==> config.mk <==
export PLATFORM = sky130hd
export DESIGN_NAME = rr_dispatch_1to4
export DESIGN_NICKNAME = d
export VERILOG_FILES = /design/src/rtl/rr_dispatch_1to4.sv
export SDC_FILE = /design/constraint.sdc
export NUM_CORES = 1
export LEC_CHECK = 0
export ABC_CLOCK_PERIOD_IN_PS = 1620
export BUFFER_PORTS_ARGS = -buffer_cell sky130_fd_sc_hd__buf_2
export CORE_MARGIN = 3
export CORE_UTILIZATION = 39
export DETAILED_ROUTE_END_ITERATION = 7
export PLACE_DENSITY = 0.78
export SETUP_SLACK_MARGIN = 0.5
export SYNTH_ARGS = -nofsm -noshare
export SYNTH_HDL_FRONTEND = slang
export SYNTH_SLANG_ARGS = --single-unit
==> constraint.sdc <==
create_clock -name ck -period 1.62 [get_ports ck]
set_input_delay 0.081 -clock ck [delete_from_list [all_inputs] [get_ports ck]]
set_output_delay 0.081 -clock ck [all_outputs]
set_load 0.03 [all_outputs]
==> src/rtl/rr_dispatch_1to4.sv <==
// One-to-four round-robin dispatcher with a one-entry registered output stage.
// Optional per-lane saturating drain counters when RR_DISPATCH_STATS_EN is defined.
module rr_dispatch_1to4 #(
  parameter int unsigned DW = 8
`ifdef RR_DISPATCH_STATS_EN
  ,
  parameter int unsigned CNT_W = 8
`endif
) (
  input  logic          ck,
  input  logic          nrst,
  input  logic          i_valid,
  output logic          i_ready,
  input  logic [DW-1:0] i_data,
  input  logic [3:0]    lane_en,
  output logic [3:0]    q_valid,
  input  logic [3:0]    q_ready,
  output logic [DW-1:0] q_data,
  output logic [1:0]    rr_ptr
`ifdef RR_DISPATCH_STATS_EN
  ,
  output logic [4*CNT_W-1:0] lane_cnt
`endif
);

  logic          drain;
  logic          accept;
  logic          sel_found;
  logic [1:0]    sel_idx;
  logic [1:0]    cand;
  logic [3:0]    sel_onehot;

  // Only the latched target lane's ready matters; q_valid is one-hot or zero.
  assign drain   = |(q_valid & q_ready);
  assign i_ready = (lane_en != 4'b0000) && ((q_valid == 4'b0000) || drain);
  assign accept  = i_valid && i_ready;

  always_comb begin
    sel_found = 1'b0;
    sel_idx   = rr_ptr;
    cand      = rr_ptr;
    for (int k = 0; k < 4; k++) begin
      cand = rr_ptr + 2'(k);
      if (!sel_found && lane_en[cand]) begin
        sel_found = 1'b1;
        sel_idx   = cand;
      end
    end
    sel_onehot = 4'b0001 << sel_idx;
  end

  always_ff @(posedge ck or negedge nrst) begin
    if (!nrst) begin
      q_valid <= 4'b0000;
      q_data  <= '0;
      rr_ptr  <= 2'd0;
    end else if (accept) begin
      q_valid <= sel_onehot;
      q_data  <= i_data;
      rr_ptr  <= sel_idx + 2'd1;
    end else if (drain) begin
      q_valid <= 4'b0000;
    end
  end

`ifdef RR_DISPATCH_STATS_EN
  logic [CNT_W-1:0] cnt_q [4];

  for (genvar n = 0; n < 4; n++) begin : g_stats
    always_ff @(posedge ck or negedge nrst) begin
      if (!nrst) begin
        cnt_q[n] <= '0;
      end else if (q_valid[n] && q_ready[n] && (cnt_q[n] != {CNT_W{1'b1}})) begin
        cnt_q[n] <= cnt_q[n] + 1'b1;
      end
    end
    assign lane_cnt[n*CNT_W +: CNT_W] = cnt_q[n];
  end
`endif

endmodule

==> Word level (Yosys, flattened, before mapping) <==
Cells that the tools add are included.
{ "classes": {"addsub": 4, "n_mul": 0, "div": 0, "n_lt_le_gt_ge": 4, "eq_ne": 0, "n_shift": 1, "muxes": 16, "bitwise_logic": 1, "reduce_logical": 13} }
{ "ops": {"columns": ["operator", "n"], "rows": [
  ["$lt A2 B3 Y1 const B", 4],
  ["$bmux W1 S2", 4],
  ["$mux W4", 2],
  ["$mux W1", 7],
  ["$mux W2", 3],
  ["$logic_and A1 B1 Y1", 5],
  ["$add A2 B1 Y2 const B", 2],
  ["$add A2 B2 Y2 const B", 2],
  ["$and A4 B4 Y4", 1],
  ["$logic_not A4 Y1", 1],
  ["$reduce_bool A4 Y1", 1],
  ["$reduce_or A4 Y1", 1],
  ["$shl A1 B2 Y4 const A", 1],
  ["$logic_not A1 Y1", 3],
  ["$reduce_bool A2 Y1", 1],
  ["$logic_or A1 B1 Y1", 1]
]} }
{ "word_totals": {"ff_bits": 14, "latch_bits": 0, "ram_bits": 0, "mem_bits_ro": 0, "input_bits": 19, "out_inout_bits": 15, "word_cells": 42, "n_memories": 0} }

==> Longest topological paths before layout <==
{ "logic_depth": {"word_depth": 14, "depth_mapped": 6, "ltp_nobuf": 5} }

==> Worst setup path after synthesis <==
Ideal clock, no wire load.
{ "synth_path": {"path_type": "register -> register", "start": "register q_valid[1]", "end": "register q_data[0]", "setup_ps": 125, "arrival_time_ps": 1561, "path_slack_ps": -66, "stages_incl_launch_ff": 5, "path_buffers": 1, "synth_period_minus_slack_ps": 1686, "path_cell_list": "dfrtp_1 -> nor4_1 -> o211a_1 -> buf_6 -> mux2_4"} }
{ "synth_between": {"elab_chain_cells": 5, "word_cells_on_any_way": 6, "classes_between": "bitwise: 1; reduce/logical: 5"} }
{ "synth_lines": {"columns": ["element", "line_no", "source"], "rows": [
  ["from (decl)", "16", "output logic [3:0] q_valid,"],
  ["from (signal assigned)", "58", "q_valid <= sel_onehot;"],
  ["$and A4 B4 Y4", "34", "assign drain = |(q_valid & q_ready);"],
  ["$reduce_or A4 Y1", "34", null],
  ["$logic_or A1 B1 Y1 *", "35", "assign i_ready = (lane_en != 4'b0000) && ((q_valid == 4'b0000) || drain);"],
  ["$logic_and A1 B1 Y1 *", "35", null],
  ["$logic_and A1 B1 Y1 *", "36", "assign accept = i_valid && i_ready;"],
  ["to (signal assigned)", "59", "q_data <= i_data;"],
  ["to (decl)", "18", "output logic [DW-1:0] q_data,"]
]} }
Every way passes the cells marked *; elsewhere a longest branch is shown, timed or not.
A chain may end at the register's enable or synchronous reset.

==> Worst setup path after layout <==
{ "layout_path": {"start": "register q_valid[0]", "end": "register q_data[5]"} }
Same word-level chain as after synthesis.

==> flow_metrics.py <==
metrics = {
    "timing": {
        "drv_slew": 0,
        "layout_min_cycle_time_ps": 1584,
        "whs_ps": 24.73,
        "max_freq_mhz": 631.1,
        "final.setup.worst_slack_ps": 35.53,
        "setup_viol": 0,
        "finClkSkew_ps": 13.90,
        "rsz0062_at_grt": "yes",
        "hold_viol": 0,
        "worst_pin_slew_ps": 350.0,
        "fin_crit_sh_pct": 97.81,
        "relSlewSlack_pct": 76.56,
    },
    "drt": {
        "via_count": 658,
        "wl_per_cell_um": 13.92,
        "drt_iter0_drc": 5,
        "via_per_inst": 5.181,
        "ant_nets": 0,
        "wl_um": 1768,
        "drc": 0,
        "firstDrtPassIters": 4,
    },
    "cells_and_area": {
        "diodes": 0,
        "layout_commonest_cell": "buf_2",
        "fill_cells": 143,
        "instances_no_fill": 127,
        "nets": 123,
        "post-route-cell-area_um2": 1035,
        "final_cell_mix": "32 x buf_2, 8 x mux2_4, 8 x dfrtp_1, 7 x nand2_1, 6 x dfrtp_2",
        "drive_gt1_share_pct": 65.05,
        "area_growth_pct": 46.37,
    },
    "clocking": {
        "clock-sinks": 14,
        "clkTransAtPathRegs_ps": 80,
        "clock_latency_ps": 280,
        "h-tree-depth": 1,
        "cts-root-buf": "clkbuf_4",
        "cts_setup_buffers": 0,
        "cts_buffers": 3,
        "clk_path_buf_depth": 2,
        "cts_tree": "yes",
    },
    "placement": {
        "hpwl_um": 1409,
        "place_congestion": 0.7854,
        "port_buffers": 33,
        "post-place-ws_ps": 56.87,
        "dp.cells": 122,
        "place_area_um2": 972.2,
    },
    "floorplanning": {
        "start_util_pct": 43.87,
        "rows": 14,
        "die_area_um2": 2360,
        "die_h_um": 48.58,
        "ioPinCount": 34,
        "fp.dieW_um": 48.58,
        "core_area_um2": 1612,
    },
    "synthesis": {
        "synth.distinct_cells": 21,
        "synth_largest_area_cell": "dfrtp_1",
        "synth_top_cell_area_share_pct": 49.56,
        "ys_seq_elements": 14,
        "postSynth.asyncResetShare_pct": 100.0,
        "synth_edf_count": 0,
        "netlist_instances": 63,
        "synth-main-ff-cell": "dfrtp_1",
        "syn-num-nets": 82,
        "seq_area_frac_synth_pct": 49.56,
        "synth_area_um2": 706.9,
        "synth_warnings": 0,
        "synth_area_leaders": "dfrtp_1 50%, mux2_4 17%, nand2_1 4.8%",
        "syn_avg_cell_area_um2": 11.22,
    },
    "worst_hold_path": {
        "hp-class": "primary input to register",
        "hp-start": "i_data[4]",
    },
    "global_route": {
        "grt_pass1_vias": 731,
        "antenna_found_initial": 0,
        "grt_start_max_net_pins": 15,
        "grtUsageTotal_pct": 16.88,
        "grt_pass1_wl_um": 3111,
        "grt_remaining_overflow": 0,
    },
    "worst_setup_path": {
        "path_delay_family": "compound AO/OA/AOI/OAI gates",
        "end_kind": "register",
        "crit_fanout": 9,
        "crit_slowest_cell": "dfrtp_2",
        "required_ps": 1770,
        "crit_type": "register to register",
        "worstPathCellList": "a22oi_2 -> nand2_2 -> o211a_1 -> buf_12 -> mux2_4",
        "worst-path-buf-inv": 1,
        "start_kind": "register",
        "crit_start": "q_valid[0]$_DFFE_PN0P_",
        "r2r_start": "q_valid[0]$_DFFE_PN0P_",
        "cp_slowest_stage_delay_ps": 450,
        "worstPathArrival_ps": 1740,
    },
    "pwr": {
        "max-vdd-ir-drop_mv": 1.254,
        "power_density_nw_per_um2": 2311,
        "p_leak_nw": 0.5002,
    },
    "run": {
        "drv_cap": 0,
    },
    "status": {
        "status": "finished, final reports clean",
    },
}
registers in the layout, summed over array words and instances (netlist names):
register	count
q_data	8
q_valid	4
rr_ptr	2
power by group:
part / internal, W / switching, W / leakage, nW
clock network: 0.0000954 / 0.000102 / 0.0150
registers: 0.000538 / 0.000176 / 0.162
logic: 0.000656 / 0.000824 / 0.323
final timing paths:
path                                    endpoint  slack [ps]  depth (start not counted)
max in group asynchronous  rr_ptr[0]$_DFFE_PN0P_        1090                          2
min in group asynchronous  q_data[2]$_DFFE_PN0P_         260                          2
hold / removal             q_data[4]$_DFFE_PN0P_          20                          2
setup / recovery           q_data[5]$_DFFE_PN0P_          40                          5
setup reg to reg           q_data[5]$_DFFE_PN0P_          40                          5
hold reg to reg            q_data[7]$_DFFE_PN0P_         510                          1
layout make-up:
class / count / area (µm²) / share of cell area (%)
multi-input cells: 46 / 396.6 / 38.33
flip-flops and latches: 14 / 357.8 / 34.58
repair buffers: 37 / 216.5 / 20.92
well taps: 24 / 30.03 / 2.902
clock buffers: 4 / 26.28 / 2.539
inverters: 2 / 7.507 / 0.7255
kinds of logic after synthesis:
kind of cell | Yosys count | share of synthesized area, %
DFF | 14 | 49.56
xor gates and xnor gates | 1 | 1.239
and+or+nand+nor | 19 | 12.92
muxes | 8 | 16.99
buffers and inverters | 3 | 2.655
AOI/OAI and AO/OA | 18 | 16.64
layer usage:
layer | wire length, µm | vias to the layer above | track usage, %
li1 | - | 309 | -
met1 | 654 | 315 | 17.15
met2 | 965 | 30 | 31.65
met3 | 115 | 4 | 6.442
met4 | 34 | 0 | 5.213
met5 | 0 | - | 0
worst register-to-register path, delay by kind of cell, from the launching register on:
kind	cells	cell delay (ps)
AO/OA/AOI/OAI	2	470
flip-flops	1	450
multiplexers	1	300
buffers and inverters	1	150
AND/OR/NAND/NOR	1	100
synthesized netlist by cell type (2+ instances only):
cell / instances
dfrtp_1: 14
nand2_1: 9
mux2_4: 8
o21ai_0: 6
nor2_1: 4
a22oi_1: 3
a21oi_1: 2
inv_1: 2
nor2b_1: 2
o211ai_1: 2
repair_timing:
| action | 4_1_cts | 5_1_grt |
|---|---|---|
| resized for setup | 4 | 5 |
| hold buffers | 1 | 0 |
| pin swaps | 0 | 2 |
| hold endpoints to repair | 14 | 0 |
| setup endpoints to repair | 15 | 15 |
through the flow:
| step | TNS [ps] | utilization, % | power (W) |
|---|---|---|---|
| 3_5_place_dp | 0 | 60.33 | 0.002121 |
| 2_1_floorplan | 0 | - | 0.001711 |
| 5_1_grt | -101.1 | 64.21 | 0.002560 |
| 6_report | 0 | 64.21 | 0.002391 |
| 3_3_place_gp | 0 | 60.33 | 0.002068 |
| 4_1_cts | 0 | 63.20 | 0.002376 |
(Power assumes the default switching activity.)
